### src/rtl/xge_pkt_rx_reader.sv
// Drains frames from the 10G MAC packet receive interface and re-presents them on a valid/ready stream.
// Latency: first out_valid 1 cycle after the first pkt_rx_val; pkt_rx_ren is high the cycle after pkt_rx_avail rises.
// Backpressure: pkt_rx_ren is throttled so that buffered plus in-flight words never exceed FIFO_DEPTH.
//
// Ports: clk_156m25/reset_156m25_n (async active-low); pkt_rx_* MAC read side; out_* output stream;
// clr_stats, frame_cnt, err_frame_cnt, byte_cnt, proto_err statistics.
// Optional statistics and framing check are enabled by defining XGE_RX_READER_STATS_EN;
// without it those outputs are tied to 0 and the data path is identical.
module xge_pkt_rx_reader #(
    parameter int FIFO_DEPTH = 4,
    parameter int CNT_W      = 32
) (
    input  logic             clk_156m25,
    input  logic             reset_156m25_n,
    input  logic             pkt_rx_avail,
    output logic             pkt_rx_ren,
    input  logic             pkt_rx_val,
    input  logic [63:0]      pkt_rx_data,
    input  logic             pkt_rx_sop,
    input  logic             pkt_rx_eop,
    input  logic [2:0]       pkt_rx_mod,
    input  logic             pkt_rx_err,
    output logic             out_valid,
    input  logic             out_ready,
    output logic [63:0]      out_data,
    output logic             out_sop,
    output logic             out_eop,
    output logic [2:0]       out_mod,
    output logic             out_err,
    input  logic             clr_stats,
    output logic [CNT_W-1:0] frame_cnt,
    output logic [CNT_W-1:0] err_frame_cnt,
    output logic [CNT_W-1:0] byte_cnt,
    output logic             proto_err
);

    localparam int AW = $clog2(FIFO_DEPTH);
    localparam int OW = AW + 1;

    typedef struct packed {
        logic [63:0] data;
        logic        sop;
        logic        eop;
        logic [2:0]  mod;
        logic        err;
    } word_t;

    typedef enum logic {IDLE, READ} state_t;

    state_t        state;
    logic          ren_q;
    word_t         mem [FIFO_DEPTH];
    logic [AW-1:0] wr_ptr;
    logic [AW-1:0] rd_ptr;
    logic [OW-1:0] occ;
    logic [OW-1:0] occ_sum;
    logic          push;
    logic          pop;
    word_t         head;

    assign push = pkt_rx_val;
    assign pop  = out_valid && out_ready;

    // A read issued last cycle lands this cycle, so it has to be counted as
    // already occupying a slot when deciding whether to issue another one.
    assign occ_sum    = occ + {{AW{1'b0}}, ren_q};
    assign pkt_rx_ren = (state == READ) && !(pkt_rx_val && pkt_rx_eop)
                        && (occ_sum < OW'(FIFO_DEPTH));

    assign out_valid = (occ != '0);
    assign head      = mem[rd_ptr];
    assign out_data  = head.data;
    assign out_sop   = head.sop;
    assign out_eop   = head.eop;
    assign out_mod   = head.mod;
    assign out_err   = head.err;

    always_ff @(posedge clk_156m25 or negedge reset_156m25_n) begin
        if (!reset_156m25_n) begin
            state <= IDLE;
            ren_q <= 1'b0;
        end else begin
            ren_q <= pkt_rx_ren;
            case (state)
                IDLE:    if (pkt_rx_avail) state <= READ;
                READ:    if (pkt_rx_val && pkt_rx_eop) state <= IDLE;
                default: state <= IDLE;
            endcase
        end
    end

    always_ff @(posedge clk_156m25 or negedge reset_156m25_n) begin
        if (!reset_156m25_n) begin
            wr_ptr <= '0;
            rd_ptr <= '0;
            occ    <= '0;
            for (int i = 0; i < FIFO_DEPTH; i++) mem[i] <= '0;
        end else begin
            if (push) begin
                // err is only meaningful on the EOP word
                mem[wr_ptr] <= '{data: pkt_rx_data, sop: pkt_rx_sop, eop: pkt_rx_eop,
                                 mod: pkt_rx_mod, err: pkt_rx_err && pkt_rx_eop};
                wr_ptr <= wr_ptr + AW'(1);
            end
            if (pop) rd_ptr <= rd_ptr + AW'(1);
            if (push && !pop)      occ <= occ + OW'(1);
            else if (!push && pop) occ <= occ - OW'(1);
        end
    end

`ifdef XGE_RX_READER_STATS_EN
    logic           in_frame;
    logic [3:0]     word_bytes;
    logic [CNT_W:0] byte_sum;

    assign word_bytes = (pkt_rx_eop && pkt_rx_mod != 3'd0) ? {1'b0, pkt_rx_mod} : 4'd8;
    assign byte_sum   = {1'b0, byte_cnt} + (CNT_W+1)'(word_bytes);

    always_ff @(posedge clk_156m25 or negedge reset_156m25_n) begin
        if (!reset_156m25_n) begin
            in_frame      <= 1'b0;
            frame_cnt     <= '0;
            err_frame_cnt <= '0;
            byte_cnt      <= '0;
            proto_err     <= 1'b0;
        end else begin
            if (pkt_rx_val)
                in_frame <= pkt_rx_sop ? !pkt_rx_eop : (in_frame && !pkt_rx_eop);
            if (clr_stats) begin
                frame_cnt     <= '0;
                err_frame_cnt <= '0;
                byte_cnt      <= '0;
                proto_err     <= 1'b0;
            end else if (pkt_rx_val) begin
                byte_cnt <= byte_sum[CNT_W] ? '1 : byte_sum[CNT_W-1:0];
                if (pkt_rx_eop && frame_cnt != '1)
                    frame_cnt <= frame_cnt + CNT_W'(1);
                if (pkt_rx_eop && pkt_rx_err && err_frame_cnt != '1)
                    err_frame_cnt <= err_frame_cnt + CNT_W'(1);
                // SOP inside a frame, or a non-SOP word outside one
                if (pkt_rx_sop == in_frame)
                    proto_err <= 1'b1;
            end
        end
    end
`else
    logic stats_unused;
    assign stats_unused  = clr_stats;
    assign frame_cnt     = '0;
    assign err_frame_cnt = '0;
    assign byte_cnt      = '0;
    assign proto_err     = 1'b0;
`endif

endmodule
### config.mk
export PLATFORM = sky130hd
export DESIGN_NAME = xge_pkt_rx_reader
export DESIGN_NICKNAME = d
export VERILOG_FILES = /design/src/rtl/xge_pkt_rx_reader.sv
export SDC_FILE = /design/constraint.sdc
export NUM_CORES = 1
export LEC_CHECK = 0
export ABC_AREA = 0
export BUFFER_PORTS_ARGS = -buffer_cell sky130_fd_sc_hd__buf_4
export CAP_MARGIN = 20
export CORE_MARGIN = 1.5
export CORE_UTILIZATION = 30
export DETAILED_ROUTE_END_ITERATION = 10
export GPL_TIMING_DRIVEN = 0
export SYNTH_ARGS = -nofsm -noshare
export SYNTH_HDL_FRONTEND = slang
export SYNTH_SLANG_ARGS = --single-unit
### constraint.sdc
create_clock -name clk_156m25 -period 2.9 [get_ports clk_156m25]
set_clock_uncertainty 0.1 [all_clocks]
set_input_delay 0.725 -clock clk_156m25 [delete_from_list [all_inputs] [get_ports clk_156m25]]
set_output_delay 0.725 -clock clk_156m25 [all_outputs]
set_load 0.03 [all_outputs]
==> results of run 1 <==
-- sequential cells by signal (all words and copies together) (netlist names) --
| signal | flops |
|---|---|
| mem | 280 |
| occ | 3 |
| rd_ptr | 2 |
| wr_ptr | 2 |
| ren_q | 1 |
| state | 1 |
-- stage by stage --
| step | TNS [ps] | total power [W] | setup slack, ps | utilization [%] |
|---|---|---|---|---|
| after floorplan | 0 | 0.0161 | 655 | - |
| after CTS | 0 | 0.0242 | 1.29 | 37.7 |
| final | 0 | 0.0239 | 49.8 | 37.8 |
| after detailed placement | 0 | 0.0194 | 104 | 35.2 |
| after global routing | -16.1 | 0.0252 | -14.2 | 37.8 |
| after global placement | -449130 | 0.0192 | -1600 | 35.1 |
-- power by group through the flow --
stage                     sequential, W  clock, W  combinational [W]
final                           0.00727   0.00450             0.0121
after global placement          0.00717         0             0.0121
after detailed placement        0.00723         0             0.0122
after CTS                       0.00728   0.00465             0.0122
after global routing            0.00755   0.00481             0.0128
after floorplan                 0.00688         0            0.00925
-- per-layer routing --
layer | share of wire [%] | vias to the layer above | GRT usage (%) | wire length, um
li1 | - | 3340 | - | -
met1 | 46 | 3905 | 18.0 | 14600
met2 | 47 | 153 | 20.6 | 14900
met3 | 4.8 | 43 | 3.13 | 1530
met4 | 2.1 | 0 | 4.15 | 666
met5 | 0 | - | 0 | 0
-- cell type report --
class	count	share of cell area (%)
multi-input cells	481	35.3
plain buffers	141	7.26
clock buffers	49	5.65
well taps	615	4.26
inverters	3	0.0623
repair buffers	150	6.58
flip-flops and latches	289	40.0
clock inverters	14	0.886
-- worst paths after layout --
path                                  startpoint                   end  slack (ps)  cells after the start
setup / recovery           rd_ptr[0]$_DFFE_PN0P_          out_data[56]          50                      4
hold reg to reg               mem[0]$_DFFE_PN0P_    mem[0]$_DFFE_PN0P_         380                      2
max in group asynchronous         reset_156m25_n  mem[195]$_DFFE_PN0P_        1500                      2
hold / removal                    reset_156m25_n  mem[153]$_DFFE_PN0P_         120                      1
min in group clk_156m25          pkt_rx_data[11]  mem[157]$_DFFE_PN0P_         340                      2
setup reg to reg              occ[0]$_DFFE_PN0P_    occ[2]$_DFFE_PN0P_         700                      8
-- worst max-delay path, delay by kind of cell, from the launching register on --
family / cells / cell delay, ps
buffers and inverters: 3 / 560
DFF: 1 / 360
muxes: 1 / 560
-- layout by cell type, fill, tap and decap left out, types with 7 or more instances in the layout --
cell type and instances:
conb_1 97, buf_12 8, buf_4 247, buf_8 13, dfrtp_1 288, clkbuf_16 37, clkbuf_1 7, buf_6 21
mux4_2 70, mux2_4 272, nand2_1 8, clkinv_2 7
-- cell families after synthesis --
kind of cell / share of synthesized area, %
flops: 49.7
compound gates: 0.215
other cells: 0.0258
fa+ha+maj: 0.568
buf+inv: 8.94
simple gates: 0.843
xor+xnor: 0.421
mux: 39.3
-- timing repair --
action	4_1_cts	5_1_grt
setup buffers	0	2
hold buffers	0	0
gates resized for setup	10	4
setup endpoints to repair	70	12
==> summary.md, run 1 <==
| Metric | Value |
|---|---|
| Worst-margin pin slew | 778 ps |
| Routed len/inst | 18.2 um |
| Slowest cell on crit path | mux4_2 |
| Status | finished clean |
| Clock Tree Buf Depth | 3 |
| CP Capture Type | output pin |
| Crit share post-route | 98.3% |
| Rows | 80 |
| Design Area, Final | 18,100 um2 |
| Cells after Synth | 819 |
| Layout Nets | 1,184 |
| IO Port Bufs | 146 |
| Post-Layout Cell Count | 1,742 |
| Int Power | 0.0156 W |
| Number of distinct library cells after synthesis | 25 |
| TritonCTS clock tree | yes |
| Initial antenna violation count | 0 |
| Worst-path clk slew | approximately 60 ps |
| Register area share after synthesis | 49.7% |
| Max incr delay on CP | 560 ps |
| Post-synth top flop | dfrtp_1 |
| Peak VDD IR | 668 uV |
| Total grt overflow | 0 |
| Sequential Area | between 7000 and 8000 um2 |
| RD Place Congestion | 0.677 |
| Crit path arrival time | 2030 ps |
| Hold slack | 121 ps |
| Routed Antenna Nets | 0 |
| Global Route Usage Sum | about an eighth |
| Clock sink count | 289 |
| Post-synth top area cell | dfrtp_1 |
| Chip height | 223 um |
| Mapped Area | 14,600 um2 |
| Crit Path Category | flop to output pin |
| Static leakage | 9.05 nW |
| First-pass GRT wire length | between 50,000 and 60,000 um |
| DRT Wirelength | 31,700 um |
| Multi-input logic area | about 6400 um2 |
| Critical-path cell list | buf_12 -> buf_12 -> mux4_2 -> buf_4 |
| Clk network pwr share | 18.9% |
| Placed cell area | between 15,000 and 20,000 um2 |
| Post-synth EDFFs | 0 |
| DIE WIDTH | 223 um |
| Area Growth Syn to Fin | 24.2% |
| Core Region | ~48,000 um2 |
| DR iter-0 viols | 267 |
| Synth cell count leaders | 289 x dfrtp_1, 272 x mux2_4, 97 x buf_4, 70 x mux4_2, 18 x buf_6 |
| Flop pwr share | 30.5% |
| Worst endpoint required time | 2080 ps |
| RSZ-0062 raised after global routing | yes |
| Synth warnings | 0 |
| CP max FO | 10 |
| Sw frac | a little over a third |
| Ratio of cells with drive above 1 in the final layout | 62.0% |
| Asr flop ratio synth | 100% |
| I/O pins | around 250 |
| Switching power total | 0.00829 W |
| Fillers | 4,483 |
| Comb power frac | about half |
| Max cap viols | 0 |
| Peak Freq | 0.351 GHz |
| Yosys top cell area share | 49.7% |
| Crit path launch type | flop |
| Vias in the first global route | 8,219 |
| Hold Vio Cnt, Final | 0 |
| Syn Area/Cell | roughly 18 um2 |
| Synth area leaders | dfrtp_1 50%, mux2_4 28%, mux4_2 11% |
| Dpl cells | 1,678 |
| Largest net degree at the start of global routing | about 120 |
| Clock root buffer | clkbuf_16 |
| Via-per-instance ratio | 4.27 |
| Setup Viol. Count Final | 0 |
| Initial Utilization | 30.4% |
| Die area | approximately 50,000 um2 |
| H-tree levels | 2 |
| Tmin final | between 2000 and 3000 ps |
| Vias | 7,441 |
| DP HPWL | 20,500 um |
| PwrDens | 1320 nW/um2 |
| Cell with the most instances after synthesis | dfrtp_1 |
| CTS Buf Count | 36 |
| DRC Markers | 0 |
| ANT cells | 0 |
| Hold Path Class | input port to async pin |
| Yosys reg bits | 289 |
| Rel. slew slack | roughly half |
| DRT Pass-1 Iters | 4 |
| Final slew viol count | 0 |
| Cell mode on critical path | buf_12 |
| Clock latency on the worst-skew pair | 530 ps |
No activity file was read; power rests on OpenSTA's default activity.
==> run 2: changes to the inputs <==
--- a/config.mk
+++ b/config.mk
@@ -12,6 +12,7 @@
 export CORE_UTILIZATION = 30
 export DETAILED_ROUTE_END_ITERATION = 10
 export GPL_TIMING_DRIVEN = 0
+export SETUP_SLACK_MARGIN = 0.2
 export SYNTH_ARGS = -nofsm -noshare
 export SYNTH_HDL_FRONTEND = slang
 export SYNTH_SLANG_ARGS = --single-unit
==> run 2 against run 1 <==
Routed wire length is 0.23% higher. Critical path type unchanged. Largest power group unchanged. Clock power hardly changed. Cell area is 1.6% higher. Maximum frequency is 1.1% higher.
==> summary.md, run 2 (same netlist as run 1, synthesis figures left out) <==
| Metric | Value |
|---|---|
| H-tree levels | 2 |
| DR iter-0 viols | 265 |
| Crit path arrival time | ~2000 ps |
| I/O pins | 245 |
| Clock latency on the worst-skew pair | 530 ps |
| IO Port Bufs | 146 |
| CP Capture Type | output pin |
| Static leakage | 9.15 nW |
| Rel. slew slack | 48.7% |
| Core Region | 47,800 um2 |
| Peak Freq | around 0.35 GHz |
| Vias | ~7.4k |
| Chip height | between 200 and 250 um |
| Cell count of the worst reg-to-reg path | 8 |
| Rows | 80 |
| Die area | 49,800 um2 |
| Setup slack, reg-to-reg | 690 ps |
| Worst setup margin | 81.5 ps |
| Setup TNS | 0 ps |
| RD Place Congestion | 0.677 |
| Design Area, Final | 18,400 um2 |
| Vias in the first global route | between 8k and 9k |
| Status | finished clean |
| Crit path launch type | flop |
| Layout Nets | 1,187 |
| First-pass GRT wire length | 50,200 um |
| Worst-path clk slew | ~60 ps |
| Initial antenna violation count | 0 |
| Setup Viol. Count Final | 0 |
| DP HPWL | 20,500 um |
| R2R Path Start | occ[0]$_DFFE_PN0P_ |
| Initial Utilization | about 30% |
| Routed Antenna Nets | 0 |
| Via-per-instance ratio | 4.27 |
| DRT Pass-1 Iters | 4 |
| Clock sink count | about 290 |
| Worst endpoint required time | roughly 2100 ps |
| Tmin final | 2820 ps |
| Post-CTS Hold Buffers | 0 |
| Hold Path Class | input port to async pin |
| Ratio of cells with drive above 1 in the final layout | between 60% and 70% |
| Worst-margin pin slew | 770 ps |
| TritonCTS clock tree | yes |
| Routed len/inst | 18.2 um |
| Largest regs | mem: 280 flops, occ: 3 flops |
| Crit share post-route | 97.2% |
| Worst slack at placement | ~100 ps |
| Global Route Usage Sum | 13.2% |
| Worst setup startpoint | rd_ptr[0]$_DFFE_PN0P_ |
| Final slew viol count | 0 |
| Largest net degree at the start of global routing | 121 |
| Leading cell type in the layout, fill and taps excluded | dfrtp_1 |
| Max reg flops | 280 |
| ANT cells | 0 |
| Placed cell area | about 17,000 um2 |
| DRT Wirelength | 31,800 um |
| Clock Tree Buf Depth | 3 |
| Commonest non-fill, non-tap cells in the layout | 289 x dfrtp_1, 272 x mux2_4, 182 x buf_4 |
| Area Growth Syn to Fin | 26.1% |
| Total grt overflow | 0 |
| CTS Buf Count | 36 |
| Max cap viols | 0 |
| PwrDens | 1340 nW/um2 |
| RSZ-0062 raised after global routing | yes |
| DIE WIDTH | 223 um |
| Peak VDD IR | 736 uV |
| Reg2reg end | occ[2]$_DFFE_PN0P_ |
| CP max FO | 10 |
| Top reg by flops | mem |
| Clock root buffer | clkbuf_16 |
| Crit Path Category | flop to output pin |
| Hold Vio Cnt, Final | 0 |
| DRC Markers | 0 |
## run 2: cell count changes in the layout (fill, tap and decap cells not counted), sizes merged
| cell | before | now |
|---|---|---|
| buf | 291 | 293 |
| clkbuf | 49 | 50 |
## run 2: how the worst max path moves through the flow
| stage | to | depth (start not counted) | slack (ps) |
|---|---|---|---|
| floorplan | occ[2]$_DFFE_PN0P_ | 8 | 650 |
| global placement | mem[125]$_DFFE_PN0P_ | 1 | -1600 |
| detailed placement | out_data[44] | 4 | 100 |
| CTS | out_data[56] | 4 | 20 |
| global route | out_data[22] | 4 | 10 |
| finish | out_data[56] | 4 | 80 |
## run 2: timing repair
item | CTS | global route
gates resized for setup | 14 | 69
pin swaps | 0 | 0
setup buffers | 3 | 1
endpoints found under the setup margin | 70 | 70
## run 2: cell type report
cell class                      instances  area (um2)
Buffer                                142        1330
Clock buffer                           49        1020
Inverter                                3        11.3
Sequential cell                       289        7230
Clock inverter                         14         160
Tap cell                              615         769
Timing Repair Buffer                  152        1460
Fill cell                            4470       29500
Multi-Input combinational cell        481        6380
## run 2: power breakdown
group / switching [W] / total, W / internal [W]
sequential: 0.00112 / 0.00724 / 0.00612
combinational: 0.00559 / 0.0129 / 0.00735
clock: 0.00177 / 0.00451 / 0.00274
## run 2: metrics by stage
| step | util (%) | power (W) | hold WS [ps] | cells |
|---|---|---|---|---|
| 2_1_floorplan | - | 0.0161 | 329 | 915 |
| 3_3_place_gp | 35.1 | 0.0192 | 358 | 1676 |
| 3_5_place_dp | 35.2 | 0.0194 | 366 | 1678 |
| 4_1_cts | 37.8 | 0.0243 | 118 | 1744 |
| 5_1_grt | 38.4 | 0.0260 | 155 | 1745 |
| 6_report | 38.4 | 0.0247 | 119 | 1745 |
## run 2: metal layers
metal	vias up	wire length (um)	GRT usage, %
met3	43	1600	3.13
li1	3344	-	-
met4	0	666	4.15
met5	-	0	0
met2	154	15000	20.6
met1	3907	14500	18.0
## run 2: critical path, cell delays in order, from the launching register on
cell and delay, ps:
dfrtp_1 370, buf_12 190, buf_16 170, mux4_2 560
buf_6 170
